`src/rtl/hci_core_r_decoupler.sv`:
```
// Read-only TCDM response decoupler between a streamer source master port and the HCI interconnect.
// Latency: request path combinational; response 1 cycle through the FIFO (0 cycles when bypassed).
// Backpressure: a read is issued only while a response slot is reserved, so tgt_lrdy_i low never loses data.
//
// Ports
//   clk_i, rst_i, clear_i        clock, synchronous active-high reset, synchronous soft clear (same effect)
//   tgt_req_i/tgt_add_i          read request and byte address from the streamer source
//   tgt_gnt_o                    grant back to the source (interconnect grant of a credited request)
//   tgt_lrdy_i                   source ready to accept a response
//   tgt_r_valid_o/tgt_r_data_o   response to the source (FWFT head of the response FIFO)
//   init_req_o/init_add_o        request to the interconnect, address passed through
//   init_wen_o                   tied to 1 (read only)
//   init_gnt_i                   interconnect grant
//   init_r_valid_i/init_r_data_i interconnect response
//   outstanding_o                reads granted but not yet answered
//   empty_o                      no buffered data and nothing in flight
//   err_o                        sticky: a response arrived with nothing in flight
//
// Optional feature macro: HCI_R_DECOUPLER_BYPASS_EN
//   When defined, a response arriving while the FIFO is empty and tgt_lrdy_i is high is forwarded
//   combinationally to tgt_r_* and not stored. Otherwise every response is stored first.

module hci_core_r_decoupler #(
    parameter int unsigned ADDR_WIDTH = 32,
    parameter int unsigned DATA_WIDTH = 32,
    parameter int unsigned FIFO_DEPTH = 4
) (
    input  logic                                 clk_i,
    input  logic                                 rst_i,
    input  logic                                 clear_i,

    input  logic                                 tgt_req_i,
    input  logic [ADDR_WIDTH-1:0]                tgt_add_i,
    output logic                                 tgt_gnt_o,
    input  logic                                 tgt_lrdy_i,
    output logic                                 tgt_r_valid_o,
    output logic [DATA_WIDTH-1:0]                tgt_r_data_o,

    output logic                                 init_req_o,
    output logic [ADDR_WIDTH-1:0]                init_add_o,
    output logic                                 init_wen_o,
    input  logic                                 init_gnt_i,
    input  logic                                 init_r_valid_i,
    input  logic [DATA_WIDTH-1:0]                init_r_data_i,

    output logic [$clog2(FIFO_DEPTH+1)-1:0]      outstanding_o,
    output logic                                 empty_o,
    output logic                                 err_o
);

    localparam int unsigned CNT_W = $clog2(FIFO_DEPTH + 1);
    localparam int unsigned PTR_W = $clog2(FIFO_DEPTH);

    localparam logic [CNT_W:0]   CREDIT_MAX = (CNT_W + 1)'(FIFO_DEPTH);
    localparam logic [PTR_W-1:0] PTR_LAST   = PTR_W'(FIFO_DEPTH - 1);

    // ------------------------------------------------------------------
    // State
    // ------------------------------------------------------------------
    logic [DATA_WIDTH-1:0] fifo_mem [FIFO_DEPTH];
    logic [PTR_W-1:0]      wr_ptr;
    logic [PTR_W-1:0]      rd_ptr;
    logic [CNT_W-1:0]      fifo_cnt;
    logic [CNT_W-1:0]      outstanding;
    logic                  err_q;

    // ------------------------------------------------------------------
    // Control
    // ------------------------------------------------------------------
    logic            soft_rst;
    logic [CNT_W:0]  credit_sum;
    logic            credit_ok;
    logic            fifo_empty;
    logic            issue;
    logic            resp_ok;
    logic            resp_stray;
    logic            bypass_take;
    logic            push;
    logic            pop;

    assign soft_rst   = rst_i | clear_i;
    assign fifo_empty = (fifo_cnt == '0);

    // Every buffered entry and every in-flight read holds one slot. Only registered
    // state feeds the credit, so tgt_lrdy_i never reaches init_req_o combinationally;
    // a slot freed by a pop becomes usable on the following cycle.
    assign credit_sum = {1'b0, fifo_cnt} + {1'b0, outstanding};
    assign credit_ok  = (credit_sum < CREDIT_MAX);

    assign init_req_o = tgt_req_i & credit_ok & ~soft_rst;
    assign init_add_o = tgt_add_i;
    assign init_wen_o = 1'b1;
    assign issue      = init_req_o & init_gnt_i;
    assign tgt_gnt_o  = issue;

    // A response with nothing in flight cannot belong to any read we issued
    // (typically a late answer to a read that was dropped by a clear): discard it.
    assign resp_ok    = init_r_valid_i & (outstanding != '0);
    assign resp_stray = init_r_valid_i & (outstanding == '0);

`ifdef HCI_R_DECOUPLER_BYPASS_EN
    // Forwarding only with an empty FIFO keeps responses in issue order.
    assign bypass_take = resp_ok & fifo_empty & tgt_lrdy_i;

    assign tgt_r_valid_o = ~fifo_empty | bypass_take;
    always_comb begin
        tgt_r_data_o = '0;
        if (!fifo_empty) begin
            tgt_r_data_o = fifo_mem[rd_ptr];
        end else if (bypass_take) begin
            tgt_r_data_o = init_r_data_i;
        end
    end
`else
    assign bypass_take = 1'b0;

    assign tgt_r_valid_o = ~fifo_empty;
    // Drive zero while empty so the data port is defined from reset onward
    // regardless of stale storage contents.
    assign tgt_r_data_o  = fifo_empty ? '0 : fifo_mem[rd_ptr];
`endif

    assign push = resp_ok & ~bypass_take;
    assign pop  = ~fifo_empty & tgt_lrdy_i;

    // ------------------------------------------------------------------
    // Response storage (contents need no reset; validity lives in fifo_cnt)
    // ------------------------------------------------------------------
    always_ff @(posedge clk_i) begin
        if (push && !soft_rst) begin
            fifo_mem[wr_ptr] <= init_r_data_i;
        end
    end

    // ------------------------------------------------------------------
    // Pointers and counters
    // ------------------------------------------------------------------
    always_ff @(posedge clk_i) begin
        if (soft_rst) begin
            wr_ptr      <= '0;
            rd_ptr      <= '0;
            fifo_cnt    <= '0;
            outstanding <= '0;
            err_q       <= 1'b0;
        end else begin
            // Explicit wrap so depths that are not a power of two work.
            if (push) begin
                wr_ptr <= (wr_ptr == PTR_LAST) ? '0 : wr_ptr + PTR_W'(1);
            end
            if (pop) begin
                rd_ptr <= (rd_ptr == PTR_LAST) ? '0 : rd_ptr + PTR_W'(1);
            end

            // Credit rule guarantees fifo_cnt + outstanding <= FIFO_DEPTH, so
            // neither counter can overflow and push never meets a full FIFO.
            fifo_cnt    <= fifo_cnt + CNT_W'(push) - CNT_W'(pop);
            outstanding <= outstanding + CNT_W'(issue) - CNT_W'(resp_ok);

            if (resp_stray) begin
                err_q <= 1'b1;
            end
        end
    end

    assign outstanding_o = outstanding;
    assign empty_o       = fifo_empty & (outstanding == '0);
    assign err_o         = err_q;

endmodule
```
`config.mk`:
```
export PLATFORM = sky130hd
export DESIGN_NAME = hci_core_r_decoupler
export DESIGN_NICKNAME = d
export VERILOG_FILES = /design/src/rtl/hci_core_r_decoupler.sv
export SDC_FILE = /design/constraint.sdc
export NUM_CORES = 1
export LEC_CHECK = 0
export CORE_UTILIZATION = 47
export CTS_CLUSTER_DIAMETER = 80
export DETAILED_ROUTE_END_ITERATION = 12
export DONT_BUFFER_PORTS = 1
export PLACE_DENSITY = 0.61
export SLEW_MARGIN = 30
export SYNTH_ARGS = -nofsm -noshare
export SYNTH_HDL_FRONTEND = slang
export SYNTH_SLANG_ARGS = --single-unit
```
`constraint.sdc`:
```
create_clock -name clk_i -period 5 [get_ports clk_i]
set_input_delay 0.5 -clock clk_i [delete_from_list [all_inputs] [get_ports clk_i]]
set_output_delay 0.5 -clock clk_i [all_outputs]
set_load 0.03 [all_outputs]
```
## Word level (Yosys, flattened, before mapping)

Memories as Yosys holds them, arrays and structs flattened. A register that Yosys moved wholly into a read port is not among the register bits.
Cells that the tools add are included.

- Register bits after elaboration: 11
- Memory bits (writable): 128
- Input port bits: 71
- Output and inout bits: 73
- Logic and storage cells: 38
- Memories kept: 1

Memories:

| name | words | width | rd ports | clocked after memory_dff | wr ports | line | RTL |
|---|---|---|---|---|---|---|---|
| fifo_mem | 4 | 32 | 1 | 1 | 1 | 60 | `logic [DATA_WIDTH-1:0] fifo_mem [FIFO_DEPTH];` |

- Add/subtract/negate cells: 7
- Magnitude comparators: 1
- Equality and inequality tests: 2
- Multiplexer cells: 7
- Bitwise operators: 10
- Reductions and logical operators: 5

Operators by type and width:

| cell | count |
|---|---|
| $mux 32 | 1 |
| $mux 2 | 4 |
| $and 1x1->1 | 7 |
| $add 3x1->3 | 2 |
| $logic_not 3->1 | 2 |
| $sub 3x1->3 | 2 |
| $add 2x1->2 const B | 2 |
| $add 3x3->4 | 1 |
| $eq 2x2->1 const B | 2 |
| $lt 4x3->1 const B | 1 |
| $reduce_bool 3->1 | 1 |
| $mux 1 | 2 |
| $not 1->1 | 2 |
| $logic_and 1x1->1 | 1 |
| $logic_not 1->1 | 1 |
| $or 1x1->1 | 1 |

## Logic depth before layout (Yosys ltp)

- Depth in word-level cells: 7
- Mapped depth: 8
- Gate-level depth less buffers: 8

## Worst setup path after synthesis

No wires, ideal clock.

- Path type: register -> register
- Start: reg outstanding[2], in the netlist outstanding_o[2]
- End: reg outstanding[1], in the netlist outstanding_o[1]
- Setup time: 0.115 ns
- Data arrival time: 3.343 ns
- Required time: 4.885 ns
- Slack: 1.542 ns
- Cell stages (with the launch flop): 7
- Path buffers: 0
- Clock period less this slack: 3.458 ns
- Cells stage by stage: dfxtp_1 -> ha_1 -> or4b_1 -> nor4b_1 -> ha_1 -> fa_1 -> and2_1

- Cells in the longest elaborated chain, start to end: 7
- Elaborated cells between the ends (all ways): 9
- Classes of those cells: add/sub: 3; order compare: 1; bitwise: 4; reduce/logical: 1

RTL lines:

| item | line | RTL |
|---|---|---|
| from (decl) | 64 | `logic [CNT_W-1:0] outstanding;` |
| from (signal assigned) | 157 | `outstanding <= outstanding + CNT_W'(issue) - CNT_W'(resp_ok);` |
| $add 3x3->4 | 87 | `assign credit_sum = {1'b0, fifo_cnt} + {1'b0, outstanding};` |
| $lt 4x3->1 | 88 | `assign credit_ok = (credit_sum < CREDIT_MAX);` |
| $and 1x1->1 (2 in series) | 90 | `assign init_req_o = tgt_req_i & credit_ok & ~soft_rst;` |
| $and 1x1->1 | 93 | `assign issue = init_req_o & init_gnt_i;` |
| via tgt_gnt_o | 34 | `output logic tgt_gnt_o,` |
| $add 3x1->3 | 157 |  |
| $sub 3x1->3 | 157 |  |

The timed path passes the listed nets, and every way through them passes these cells.
A chain may end at the register's enable or synchronous reset.

## Worst setup path after layout

Same ends and word-level chain as after synthesis.

==> metrics.md <==
| Metric | Value |
|---|---|
| Final ANT Viol Nets | `0` |
| HPWL after DPL | `5.440 mm` |
| Initial antenna violation count | `0` |
| Die area | `0.01300 mm2` |
| Placer Congestion | `0.7088` |
| Num ports | `144` |
| Pin count of the biggest net entering global routing | `35` |
| P_leak | `2.096 nW` |
| Max Cap Viol | `0` |
| # diodes | `0` |
| Root Driver | `clkbuf_16` |
| DR iter-0 viols | `120` |
| GRT overflow | `0` |
| Routed WL | `9.687 mm` |
| Share of post-route cells with drive strength above 1 | `25.00%` |
| Rows | `40` |
| Final setup violation count | `0` |
| Num Clock Sinks | `141` |
| Synthesized netlist cell count | `310` |
| Worst Setup End Kind | `flop` |
| CTS resizes | `0` |
| Yosys warns | `0` |
| Required @ worst endpoint | `5310 ps` |
| Maximum vdd drop | `0.0002351 V` |
| DIE WIDTH | `114.0 um` |
| # fillers | `990` |
| Top delay family on crit path | `simple AND/OR/NAND/NOR gates` |
| Synthesized Nets | `394` |
| Synthesized flop and latch total | `141` |
| Critical path class | `flop to flop` |
| Initial Util | `48.70%` |
| Num CTS Buffers | `17` |
| PwrDens | `410.2 mW/mm2` |
| Htree depth | `4` |
| Setup_tns | `0 ps` |
| Buf+Inv Stages, Crit Path | `0` |
| Worst min path class | `input pin to flop` |
| Clock slew at reported path FFs | `60 ps` |
| Nets | `371` |
| Status | `completed` |
| Final Util | `52.81%` |
| Setup Skew | `4.607 ps` |
| Synth cell types | `27` |
| CTS tree | `done` |
| Number of port buffers | `0` |
| Vias per inst | `5.361` |
| CP peak stage delay | `740 ps` |
| Vias | `2509` |
| Critical path's most frequent cell | `ha_1` |
| Worst path slowest cell | `nor4b_2` |
| Clock latency at the later pin of the worst-skew pair | `410 ps` |
| Avg WL per Cell | `20.70 um` |
| Cells along the critical path | `ha_1 -> or4b_1 -> nor4b_2 -> ha_1 -> fa_1 -> and2_1` |
| Post-CTS setup buffers | `0` |
| Startpoint Class | `flop` |
| Vias in the first global route | `2745` |
| Core Region | `0.01211 mm2` |
| Max Clk Rate | `0.3193 GHz` |
| Worst-path maximum fanout | `6` |
| Hold-fix buffers, CTS | `0` |
| Sequential fraction of the synthesis area | `69.58%` |
| Unrepaired setup endpoints after global routing | `false` |
| Syn Std Cell Area | `0.005898 mm2` |
| CP arrival | `3440 ps` |
| Final Hold Viols | `0` |
| Residual DRC | `0` |
| Avg Cell Area, Syn | `19.03 um2` |
| Slew HR | `39.72%` |
| First-pass GRT wire length | `15.31 mm` |
| GR Util All Layers | `16.69%` |
| Clock tree buffer depth | `2` |
| Actual slew at the worst max-slew pin | `897.4 ps` |
| First-pass iteration count of the detailed router | `4` |
| Slew Limit Fails | `0` |
| Synthesis-to-finish area growth | `8.443%` |
| Min Clock Period, post-route | `3132 ps` |
| Die height | `114.0 um` |
| Fin crit share | `62.64%` |
per-stage QoR:
step	std cells	hold WS, ps	power (W)	area [um2]	setup WS (ps)
2_1_floorplan	310	581.5	0.001415	5898	1542
3_3_place_gp	436	599.0	0.001374	5792	1927
3_5_place_dp	436	599.0	0.001375	5792	1860
4_1_cts	468	155.9	0.002651	6396	1852
5_1_grt	468	156.8	0.002708	6396	1764
6_report	468	177.2	0.002624	6396	1868
layout by cell type (no fill, tap or decap), drive strengths merged, types with 3 or more instances in the layout:
| cell | Yosys | routed |
|---|---|---|
| buf | 40 | 3 |
| edfxtp | 128 | 128 |
| mux4 | 32 | 32 |
| nor4 | 3 | 3 |
| bufinv | 0 | 4 |
| and2 | 36 | 36 |
| dfxtp | 13 | 13 |
| clkinv | 0 | 9 |
| inv | 10 | 10 |
| ha | 11 | 11 |
| nor2 | 3 | 3 |
| and3 | 5 | 5 |
| mux2 | 4 | 4 |
| nor3b | 6 | 6 |
| clkbuf | 5 | 18 |
registers in the layout (all words and copies together) (netlist names), named ones only:
| signal | cells |
|---|---|
| rd_ptr | 2 |
| wr_ptr | 2 |
| fifo_cnt | 3 |
| outstanding_o | 3 |
| err_o | 1 |
| fifo_mem | 128 |
area by class of cell:
cell class / instances / area [um2] / area share, %
Multi-Input combinational cell: 114 / 1415 / 22.12
Clock inverter: 14 / 175.2 / 2.739
Timing Repair Buffer: 3 / 22.52 / 0.3521
Sequential cell: 141 / 4106 / 64.20
Inverter: 10 / 37.54 / 0.5869
Clock buffer: 18 / 429.2 / 6.710
Tap cell: 168 / 210.2 / 3.286
kinds of logic after synthesis:
family | after synthesis | share of synthesized area (%)
flops | 141 | 69.58
simple gates | 59 | 6.385
buf+inv | 55 | 6.619
mux | 36 | 13.11
fa+ha+maj | 13 | 3.012
compound gates | 3 | 0.4244
xor+xnor | 2 | 0.8062
other cells | 1 | 0.06358
power by group:
part	leakage, nW	switching, W	internal, W
clock	0.300	0.000449	0.000825
sequential	1.26	0.00000492	0.00129
combinational	0.539	0.0000384	0.0000173
synthesized netlist by cell type:
| master | number | area share [%] |
|---|---|---|
| and2_1 | 36 | 3.8 |
| and3_1 | 5 | 0.53 |
| buf_12 | 3 | 1.0 |
| buf_2 | 3 | 0.25 |
| buf_4 | 33 | 4.2 |
| buf_6 | 1 | 0.19 |
| clkbuf_1 | 5 | 0.32 |
| conb_1 | 1 | 0.064 |
| dfxtp_1 | 13 | 4.4 |
| edfxtp_1 | 128 | 65 |
| fa_1 | 2 | 0.68 |
| ha_1 | 11 | 2.3 |
| inv_1 | 10 | 0.64 |
| mux2_2 | 4 | 0.76 |
| mux4_1 | 2 | 0.89 |
| mux4_2 | 30 | 11 |
| nor2_1 | 3 | 0.19 |
| nor3_1 | 1 | 0.085 |
| nor3b_1 | 6 | 0.76 |
| nor4_1 | 3 | 0.32 |
| nor4b_1 | 2 | 0.30 |
| o21a_1 | 1 | 0.13 |
| o31a_1 | 2 | 0.30 |
| or2_2 | 1 | 0.11 |
| or3_1 | 1 | 0.11 |
| or4b_1 | 1 | 0.17 |
| xor3_1 | 2 | 0.81 |
routing by layer:
layer  global-route usage [%]  part of all wire, %  vias to the layer above
li1                         -                    -                     1120
met1                    20.30                   43                     1283
met2                    25.78                   47                       77
met3                    6.217                  7.1                       29
met4                    9.437                  2.6                        0
met5                        0                    0                        -
path summary, 6_finish.rpt:
path | startpoint | endpoint | cells past startpoint | slack, ps
worst max-delay path | outstanding_o[2] | outstanding_o[1] | 6 | 1870
worst min register to register | err_o | err_o | 1 | 680
worst max register to register | outstanding_o[2] | outstanding_o[1] | 6 | 1870
worst min-delay path | init_r_data_i[4] | fifo_mem[0][4] | 0 | 180
Power figures use the tool's default switching activity.
